[src/rtl/viterbi_traceback.sv]
// Viterbi traceback unit: walks the survivor RAM backwards one page per step,
// drops the convergence steps and streams the remaining decoded bits oldest-first.
module viterbi_traceback #(
    parameter int WD_STATE      = 8,
    parameter int WD_DEPTH      = 6,
    parameter int WD_RAM_DATA   = 8,
    parameter int WD_TB_ADDRESS = 5,
    parameter int TB_LEN        = 48,
    parameter int TB_SKIP       = 32,
    parameter int RD_LAT        = 2
) (
    input  logic                     CLOCK,
    input  logic                     Reset,
    input  logic                     Start,
    input  logic [WD_DEPTH-1:0]      StartPage,
    input  logic [WD_STATE-1:0]      StartState,
    output logic                     Busy,
    output logic                     Read_Req,
    output logic [WD_DEPTH-1:0]      TBPage,
    output logic [WD_TB_ADDRESS-1:0] AddressTB,
    input  logic [WD_RAM_DATA-1:0]   DataTB,
    output logic                     Out_Valid,
    output logic                     Out_Bit,
    input  logic                     Out_Ready,
    output logic                     Done
);

    localparam int WD_SEL = WD_STATE - WD_TB_ADDRESS;
    localparam int N_OUT  = TB_LEN - TB_SKIP;
    localparam int WD_K   = $clog2(TB_LEN + 1);
    localparam int WD_IDX = (N_OUT > 1) ? $clog2(N_OUT) : 1;
    localparam int WD_LAT = (RD_LAT > 1) ? $clog2(RD_LAT + 1) : 1;

    typedef enum logic [1:0] {
        S_IDLE,
        S_ISSUE,
        S_WAIT,
        S_EMIT
    } fsm_t;

    fsm_t                  fsm_q, fsm_d;
    logic [WD_DEPTH-1:0]   page_q, page_d;
    logic [WD_STATE-1:0]   tstate_q, tstate_d;
    logic [WD_K-1:0]       k_q, k_d;
    logic [WD_LAT-1:0]     lat_q, lat_d;
    logic [WD_IDX-1:0]     idx_q, idx_d;
    logic [N_OUT-1:0]      bits_q, bits_d;
    logic [N_OUT-1:0]      slot_we;

    logic                  last_wait;
    logic                  surv;
    logic                  handshake;
    logic                  run_done;
    logic                  addr_en;

    assign last_wait = (fsm_q == S_WAIT) && (lat_q == WD_LAT'(RD_LAT - 1));
    assign surv      = DataTB[tstate_q[WD_SEL-1:0]];
    assign handshake = (fsm_q == S_EMIT) && Out_Ready;
    assign run_done  = handshake && (idx_q == '0);
    assign addr_en   = (fsm_q == S_ISSUE) || (fsm_q == S_WAIT);

    // Step k lands in slot k-TB_SKIP, so the highest slot holds the oldest bit.
    genvar gi;
    generate
        for (gi = 0; gi < N_OUT; gi++) begin : g_slot
            assign slot_we[gi] = last_wait && (k_q == WD_K'(TB_SKIP + gi));
            assign bits_d[gi]  = slot_we[gi] ? tstate_q[WD_STATE-1] : bits_q[gi];
        end
    endgenerate

    always_ff @(posedge CLOCK) begin
        if (Reset) begin
            fsm_q    <= S_IDLE;
            page_q   <= '0;
            tstate_q <= '0;
            k_q      <= '0;
            lat_q    <= '0;
            idx_q    <= '0;
            bits_q   <= '0;
        end else begin
            fsm_q    <= fsm_d;
            page_q   <= page_d;
            tstate_q <= tstate_d;
            k_q      <= k_d;
            lat_q    <= lat_d;
            idx_q    <= idx_d;
            bits_q   <= bits_d;
        end
    end

    always_comb begin
        fsm_d    = fsm_q;
        page_d   = page_q;
        tstate_d = tstate_q;
        k_d      = k_q;
        lat_d    = lat_q;
        idx_d    = idx_q;
        unique case (fsm_q)
            S_IDLE: begin
                if (Start) begin
                    page_d   = StartPage;
                    tstate_d = StartState;
                    k_d      = '0;
                    fsm_d    = S_ISSUE;
                end
            end
            S_ISSUE: begin
                lat_d = '0;
                fsm_d = S_WAIT;
            end
            S_WAIT: begin
                if (last_wait) begin
                    // Page wraps naturally through the modular subtraction.
                    tstate_d = {tstate_q[WD_STATE-2:0], surv};
                    page_d   = page_q - 1'b1;
                    k_d      = k_q + 1'b1;
                    if (k_q == WD_K'(TB_LEN - 1)) begin
                        idx_d = WD_IDX'(N_OUT - 1);
                        fsm_d = S_EMIT;
                    end else begin
                        fsm_d = S_ISSUE;
                    end
                end else begin
                    lat_d = lat_q + 1'b1;
                end
            end
            S_EMIT: begin
                if (handshake) begin
                    if (idx_q == '0) begin
                        fsm_d = S_IDLE;
                    end else begin
                        idx_d = idx_q - 1'b1;
                    end
                end
            end
            default: fsm_d = S_IDLE;
        endcase
    end

    assign Busy      = (fsm_q != S_IDLE) && !run_done;
    assign Read_Req  = (fsm_q == S_ISSUE);
    assign TBPage    = addr_en ? page_q : '0;
    assign AddressTB = addr_en ? tstate_q[WD_STATE-1:WD_SEL] : '0;
    assign Out_Valid = (fsm_q == S_EMIT);
    assign Out_Bit   = (fsm_q == S_EMIT) ? bits_q[idx_q] : 1'b0;
    assign Done      = run_done;

endmodule

[config.mk]
export PLATFORM = sky130hd
export DESIGN_NAME = viterbi_traceback
export DESIGN_NICKNAME = d
export VERILOG_FILES = /design/src/rtl/viterbi_traceback.sv
export SDC_FILE = /design/constraint.sdc
export NUM_CORES = 1
export LEC_CHECK = 0
export CAP_MARGIN = 10
export CORE_AREA = 2 2 86 88
export DETAILED_ROUTE_END_ITERATION = 12
export DIE_AREA = 0 0 88 90
export GPL_ROUTABILITY_DRIVEN = 0
export PLACE_DENSITY = 0.57
export SYNTH_ARGS = -nofsm -noshare
export SYNTH_HDL_FRONTEND = slang
export SYNTH_SLANG_ARGS = --single-unit
[constraint.sdc]
create_clock -name CLOCK -period 2.8 [get_ports CLOCK]
set_input_delay 0.7 -clock CLOCK [delete_from_list [all_inputs] [get_ports CLOCK]]
set_output_delay 0.7 -clock CLOCK [all_outputs]
set_load 0.01 [all_outputs]
# --- Yosys cells after proc, flatten, opt, wreduce, memory -nomap -nowiden ---
# Cells that the tools add are included.
totals:
  word_cells: 116
  regBits: 44
op_classes:
  addsub: 4
  n_lt_le_gt_ge: 2
  mux: 29
  n_eq_ne: 27
  reduce_logical: 32
op_table:
  columns: ["cell", "count"]
  rows:
  - ["$eq 6x6->1 const B", 16]
  - ["$mux 6", 5]
  - ["$pmux 6 s2", 2]
  - ["$logic_and 1x1->1", 20]
  - ["$mux 4", 4]
  - ["$mux 8", 2]
  - ["$pmux 8 s2", 1]
  - ["$mux 2", 6]
  - ["$ne 2x2->1 const B", 4]
  - ["$pmux 2 s4", 1]
  - ["$pmux 4 s2", 1]
  - ["$reduce_bool 2->1", 4]
  - ["$add 6x1->6 const B", 1]
  - ["$ne 2x1->1 const B", 3]
  - ["$sub 6x1->6 const B", 1]
  - ["$lt 4x5->1 const B", 1]
  - ["$mux 5", 1]
  - ["$reduce_and 5->1", 1]
  - ["$bmux 1 s4", 1]
  - ["$eq 2x1->1 const B", 2]
  - ["$eq 2x2->1 const B", 2]
  - ["$logic_not 4->1", 1]
  - ["$lt 3x4->1 const B", 1]
  - ["$pmux 2 s2", 1]
  - ["10 further kinds", 12]

# --- Longest topological paths before layout ---
# Gate-level depths: netlist of run 1.
logic_depth:
  ltp_word: 5
  ltp_mapped: 8

# --- Least setup slack after synthesis of run 1 ---
# OpenSTA, ideal clock, no wires.
synth_path:
  path_type: "register to output"
  start: "reg idx_q[0]"
  end: "out Out_Bit"
  t_required_ns: 2.100
  stages_incl_launch_ff: 5
  n_path_buf: 1
  slack_ns: 0.673
  t_arrival_ns: 1.427
  cell_sequence: "dfxtp_1 clkbuf_1 mux4_2 o21ai_0 o22ai_1"
synth_between:
  elab_chain_cells: 3
synth_lines:
  columns: ["item", "line_no", "text"]
  rows:
  - ["start: declaration", "46", "logic [WD_IDX-1:0] idx_q, idx_d;"]
  - ["start signal: assignment", "86", "idx_q <= idx_d;"]
  - ["$bmux 1 s4", "145", "assign Out_Bit = (fsm_q == S_EMIT) ? bits_q[idx_q] : 1'b0;"]
  - ["$mux 1 (implied by the code)", "145", null]
  - ["$mux 1", "145", null]
  - ["end: declaration", "23", "output logic Out_Bit,"]
# No other way between the ends. The select of a mux whose other input is x is not followed.

# --- Final worst setup path of run 1 ---
# Same ends and word-level chain as after synthesis.

==> results.yml, run 1 <==
run_status:
  status: "completed"
sta:
  min_period_over_period_pct: 95.3
  finalCriticalPeriod_ns: 2.67
  worst_slew_pin_slew_ns: 0.472
  rsz0062_at_grt: "false"
  setup_viol_count_final: 0
  maxSlewViolCount: 0
  fin_setup_tns_ns: 0
  hold_viol_final: 0
  relSlewSlack_pct: 68.5
  clock.fmax_mhz: 375
  skew_ns: 0.00420
setup_path:
  crit_chain: "mux4_2 -> o21ai_0 -> o22ai_1 -> clkdlybuf4s50_1"
  rr_worst_depth: 6
  crit_cells: 4
  critPathRequiredTime_ns: 2.10
  start_kind: "register"
  crit_type: "reg -> out"
  critPathTopFamily: "multiplexers"
  cpMaxStageDelayCell: "mux4_2"
  worst_path_largest_cell_delay_ns: 0.50
  end_kind: "output port"
  arrival_ns: 1.97
  crit_buf_inv: 1
  crit_fanout: 5
  r2r_slack_ns: 0.63
clocking:
  clock-sinks: 44
  root_buffer: "clkbuf_8"
  tritoncts: "done"
  clk_pin_slew_worst_paths_ns: 0.08
  cts_htree_levels: 2
  insertion_delay_ns: 0.30
  numCtsBuffers: 5
  holdBufCountCts: 0
  clock_path_buffers: 2
die:
  core_area_um2: 7020
  die_h_um: 90
  die_area_um2: 7920
  ios: 42
  start_util_pct: 36.0
  rows: 31
  die_x_um: 88
synth:
  yosys_register_bits: 44
  synth-edff-count: 0
  yosys_warnings: 0
  postSynthAreaPerCell_um2: 7.97
  async_flop_share_pct: 0
  seq_area_frac_synth_pct: 34.9
  synth.distinct_cells: 48
  syn_area_um2: 2520
  syn_nets: 356
  syn_inst: 317
  ys.flop_type: "dfxtp_1"
detailed_routing:
  drt-pass1-iter-count: 4
  drt-total-wl_mm: 6.30
  drt-met1-wl_mm: 3.19
  ant_nets: 0
  wl_met3_um: 152
  drt_iter0_drc: 111
  highest_layer: "met4"
  vias: 2365
  wl_met2_mm: 2.86
  drc: 0
  detail_route.wl_per_cell_um: 13.9
  viasPerCell: 5.21
global_routing:
  grt-ovfl-total: 0
  antenna_found_initial: 0
  grt_usage_pct: 16.3
  grt_pass1_vias: 2093
  grt_max_degree: 42
  grt_pass1_wl_mm: 10.2
place:
  dpl_cell_area_um2: 3060
  port-buffer-count: 41
  dp_hpwl_mm: 4.47
  numPlacedInstances: 446
layout:
  diodes: 0
  nets: 393
  design_area_um2: 3160
  area_delta_synth_final_pct: 25.3
  final_cells: 454
  drive_above_1_share_pct: 8.17
  fillers: 700
pwr:
  p_per_area_nw_per_um2: 810
  ir_drop_mv: 0.248
  p_leak_nw: 1.06
  finalPower_w: 0.00256
run:
  drv_cap: 0
hold_path:
  hp-class: "reg -> reg"
  worstHoldPathCells: 2
## layout make-up
cell class / instances / area (um2) / area share (%)
inverter: 15 / 56.3 / 1.78
timing repair buffer: 51 / 485 / 15.3
clock buffer: 8 / 90.1 / 2.85
multi-input combinational: 237 / 1520 / 48.2
tap: 99 / 124 / 3.91
sequential: 44 / 885 / 28.0
## registers in the layout, summed over array words and instances (netlist names)
register,cells
fsm_q,2
bits_q,16
page_q,6
tstate_q,8
lat_q,2
k_q,6
idx_q,4
## final timing paths
| kind | start | to |
|---|---|---|
| worst min register to register | bits_q[5] | bits_q[5] |
| worst max-delay path | idx_q[0] | Out_Bit |
| worst max register to register | fsm_q[0] | k_q[4] |
| worst min-delay path | bits_q[5] | bits_q[5] |
## worst min-delay path: stages (launching register included)
cell,delay (ns)
dfxtp_1,0.31
o21ai_0,0.06
a21oi_1,0.06
## layout by cell type, fill, tap and decap left out, types with 2 or more instances in the layout
master,count
a211oi_1,10
a21oi_1,31
a311oi_1,3
and2_1,11
buf_4,10
clkbuf_1,2
clkbuf_8,6
clkdlybuf4s50_1,41
dfxtp_1,41
dfxtp_2,3
ha_1,12
inv_1,14
mux2i_1,13
mux4_2,4
nand2_1,31
nand2b_1,2
nand3_1,7
nand4bb_1,3
nor2_1,39
nor2b_1,3
nor3_1,3
nor3b_1,2
nor4_1,2
o21ai_0,27
o22ai_1,3
o31ai_1,3
or3_1,2
or4_1,3
## repair_timing
| action | in CTS | in global routing |
|---|---|---|
| endpoints found under the setup margin | 2 | 12 |
| endpoints found under the hold margin | 0 | 0 |
| buffers inserted | 0 | 0 |
| gates resized for setup | 1 | 4 |
## cell usage after synthesis, types with 2 or more instances
cell	number	area (um2)
a211oi_1	10	75.1
a21oi_1	31	155
a311oi_1	3	26.3
and2_1	11	68.8
buf_2	2	10.0
clkbuf_1	18	67.6
dfxtp_1	44	881
ha_1	13	163
inv_1	14	52.6
mux2i_1	13	130
mux4_2	4	90.1
nand2_1	31	116
nand2b_1	2	12.5
nand3_1	7	35.0
nand4bb_1	3	33.8
nor2_1	39	146
nor2b_1	3	18.8
nor3_1	4	20.0
nor3b_1	2	15.0
nor4_1	2	12.5
o21ai_0	27	135
o22ai_1	3	18.8
o31ai_1	3	22.5
or3_1	2	12.5
or4_1	3	22.5
## power by group
part | switching, W | total, W | internal (W)
registers | 0.000132 | 0.000890 | 0.000758
logic | 0.000662 | 0.00126 | 0.000594
clock network | 0.000217 | 0.000419 | 0.000202
total | 0.00101 | 0.00256 | 0.00155
## logic make-up (layout without fill, tap and decap cells)
group	Yosys count	after routing	synth area share, %
adders and majority gates	13	13	6.44
muxes	17	17	8.72
and+or+nand+nor	117	117	23.0
AOI/OAI and AO/OA	88	88	20.8
DFF	44	44	34.9
buffers and inverters	36	74	5.45
xor gates and xnor gates	2	2	0.694
## per-stage QoR
| step | hold slack, ns | utilization (%) | worst slack, ns |
|---|---|---|---|
| floorplan | 0.450 | - | 0.673 |
| global placement | 0.458 | 43.6 | 0.173 |
| detailed placement | 0.472 | 43.6 | 0.145 |
| CTS | 0.484 | 44.9 | 0.0150 |
| global route | 0.505 | 45.1 | 0.00280 |
| finish | 0.484 | 45.1 | 0.132 |
## per-layer routing
metal | GRT usage [%] | up-vias
met5 | 0 | -
met4 | 6.03 | 0
met3 | 2.75 | 7
met2 | 23.6 | 40
met1 | 23.9 | 1123
li1 | - | 1195
No activity file was read; power rests on OpenSTA's default activity.
==> inputs of run 2 (changes only) <==
RECOVER_POWER = 25   (was unset)
REMOVE_ABC_BUFFERS = 1   (was unset)
clock period = 3.2 ns   (was 2.8 ns; I/O delays follow)
==> results.yml, run 2 (synthesized netlist as in run 1, its figures left out) <==
layout:
  fillers: 688
  seq_area_um2: 881
  area_delta_synth_final_pct: 22.6
  diodes: 0
  nets: 389
  largest_reg_flops: 16
  multi_input_area_um2: 1510
  finish.utilization_pct: 44.1
  top_regs: "bits_q (16), tstate_q (8)"
  drive_above_1_share_pct: 5.71
  final_common_cell: "dfxtp_1"
  regMostFlops: "bits_q"
  layout_common_cells: "44 x dfxtp_1, 40 x clkdlybuf4s50_1, 39 x nor2_1, 31 x nand2_1, 31 x a21oi_1"
sta:
  skew_ns: 0.00425
  min_period_over_period_pct: 92.1
  hold_viol_final: 0
  relSlewSlack_pct: 38.1
  rsz0062_at_grt: "false"
  worst_slew_pin_slew_ns: 0.929
  maxSlewViolCount: 0
  setup_viol_count_final: 0
  clock.fmax_mhz: 339
  finalCriticalPeriod_ns: 2.95
clocking:
  tritoncts: "done"
  cts-resized-gates: 0
  holdBufCountCts: 0
  clock_path_buffers: 2
  root_buffer: "clkbuf_8"
  insertion_delay_ns: 0.29
  numCtsBuffers: 5
  clk_pin_slew_worst_paths_ns: 0.08
  cts_htree_levels: 2
  cts_setup_buffers: 0
  clock-sinks: 44
place:
  port-buffer-count: 41
  dp_hpwl_mm: 4.23
detailed_routing:
  vias: 2307
  drc: 0
  drt_iter0_drc: 71
  drt-pass1-iter-count: 4
  detail_route.wl_per_cell_um: 13.3
  drt-total-wl_mm: 5.96
  viasPerCell: 5.14
  ant_nets: 0
setup_path:
  worstSetupEndpoint: "Out_Bit"
  crit_buf_inv: 1
  r2r_slack_ns: 0.57
  start_kind: "register"
  critPathRequiredTime_ns: 2.40
  cpMaxStageDelayCell: "dfxtp_1"
  crit_fanout: 11
  rr_worst_depth: 7
  reg2reg_to: "idx_q[2]"
  critPathTopFamily: "multiplexers"
  end_kind: "output port"
  critPathLaunch: "idx_q[2]"
  crit_type: "reg -> out"
  crit_cells: 4
  r2r-start: "fsm_q[0]"
  worst_path_largest_cell_delay_ns: 0.59
  crit_chain: "mux4_2 -> mux2i_1 -> o22ai_1 -> clkdlybuf4s50_1"
  arrival_ns: 2.15
pwr:
  p_per_area_nw_per_um2: 681
  ir_drop_mv: 0.305
  finalPower_w: 0.00211
  p_leak_nw: 1.03
hold_path:
  worstHoldPathCells: 2
  hp-class: "reg -> reg"
run_status:
  status: "completed"
die:
  die_h_um: 90
  ios: 42
  core_area_um2: 7020
  die_x_um: 88
  die_area_um2: 7920
  start_util_pct: 36.0
  rows: 31
global_routing:
  grt_pass1_vias: 2187
  antenna_found_initial: 0
  grt_pass1_wl_mm: 10.4
  grt-ovfl-total: 0
  grt_max_degree: 42
  grt_usage_pct: 15.9
run:
  drv_cap: 0
-- run 2: changes by cell type in the layout (fill, tap and decap cells not counted), sizes merged --
| cell | before | now |
|---|---|---|
| buf | 10 | 3 |
| clkbuf | 8 | 9 |
| clkdlybuf4s50 | 41 | 40 |
| clkinv | 1 | 2 |
| dlygate4sd3 | 0 | 1 |
-- run 2: worst register-to-register path, stage by stage, from the launching register on --
cell and delay, ns:
dfxtp_1 0.34, inv_1 0.14, ha_1 0.16, clkbuf_1 0.52
clkinv_1 0.48, o22ai_1 0.51, a31oi_1 0.15, a311oi_1 0.24
-- run 2: power breakdown --
group	internal, W	switching [W]	leakage [nW]
combinational	0.000458	0.000534	0.632
sequential	0.000660	0.000128	0.358
clock	0.000149	0.000180	0.0410
-- run 2: worst min path at each step --
stage          slack, ns          to       start
2_1_floorplan       0.44  bits_q[11]  bits_q[11]
3_3_place_gp        0.46   bits_q[3]   bits_q[3]
3_5_place_dp        0.46  bits_q[11]  bits_q[11]
4_1_cts             0.47  bits_q[11]  bits_q[11]
5_1_grt             0.49  bits_q[11]  bits_q[11]
6_report            0.47  bits_q[11]  bits_q[11]
-- run 2: layout make-up --
type,count,share of cell area (%)
timing repair buffer,47,14.4
clock inverter,1,0.162
tap,99,4.00
clock buffer,6,2.34
multi-input combinational,237,48.8
inverter,15,1.82
sequential,44,28.4
-- run 2: routing by layer --
metal | vias to the layer above | part of all wire [%] | global-route usage (%)
met2 | 60 | 45 | 23.6
met1 | 1054 | 50 | 23.5
met4 | 0 | 0.79 | 3.33
met5 | - | 0 | 0
met3 | 6 | 4.5 | 3.49
li1 | 1187 | - | -
-- run 2: through the flow --
step / instance area, um2 / worst slack [ns] / std cells / hold slack [ns] / TNS [ns]
2_1_floorplan: 2440 / -0.0220 / 296 / 0.444 / -0.0307
3_3_place_gp: 3030 / 0.363 / 442 / 0.462 / 0
3_5_place_dp: 3030 / 0.332 / 442 / 0.463 / 0
4_1_cts: 3110 / 0.228 / 449 / 0.475 / 0
5_1_grt: 3100 / 0.138 / 449 / 0.491 / 0
6_report: 3100 / 0.252 / 449 / 0.474 / 0
==> inputs of run 3 (changes only) <==
GPL_ROUTABILITY_DRIVEN = unset   (was 0)
==> results of run 3 <==
The final DEF is identical to that of run 2; final timing and power are the same.
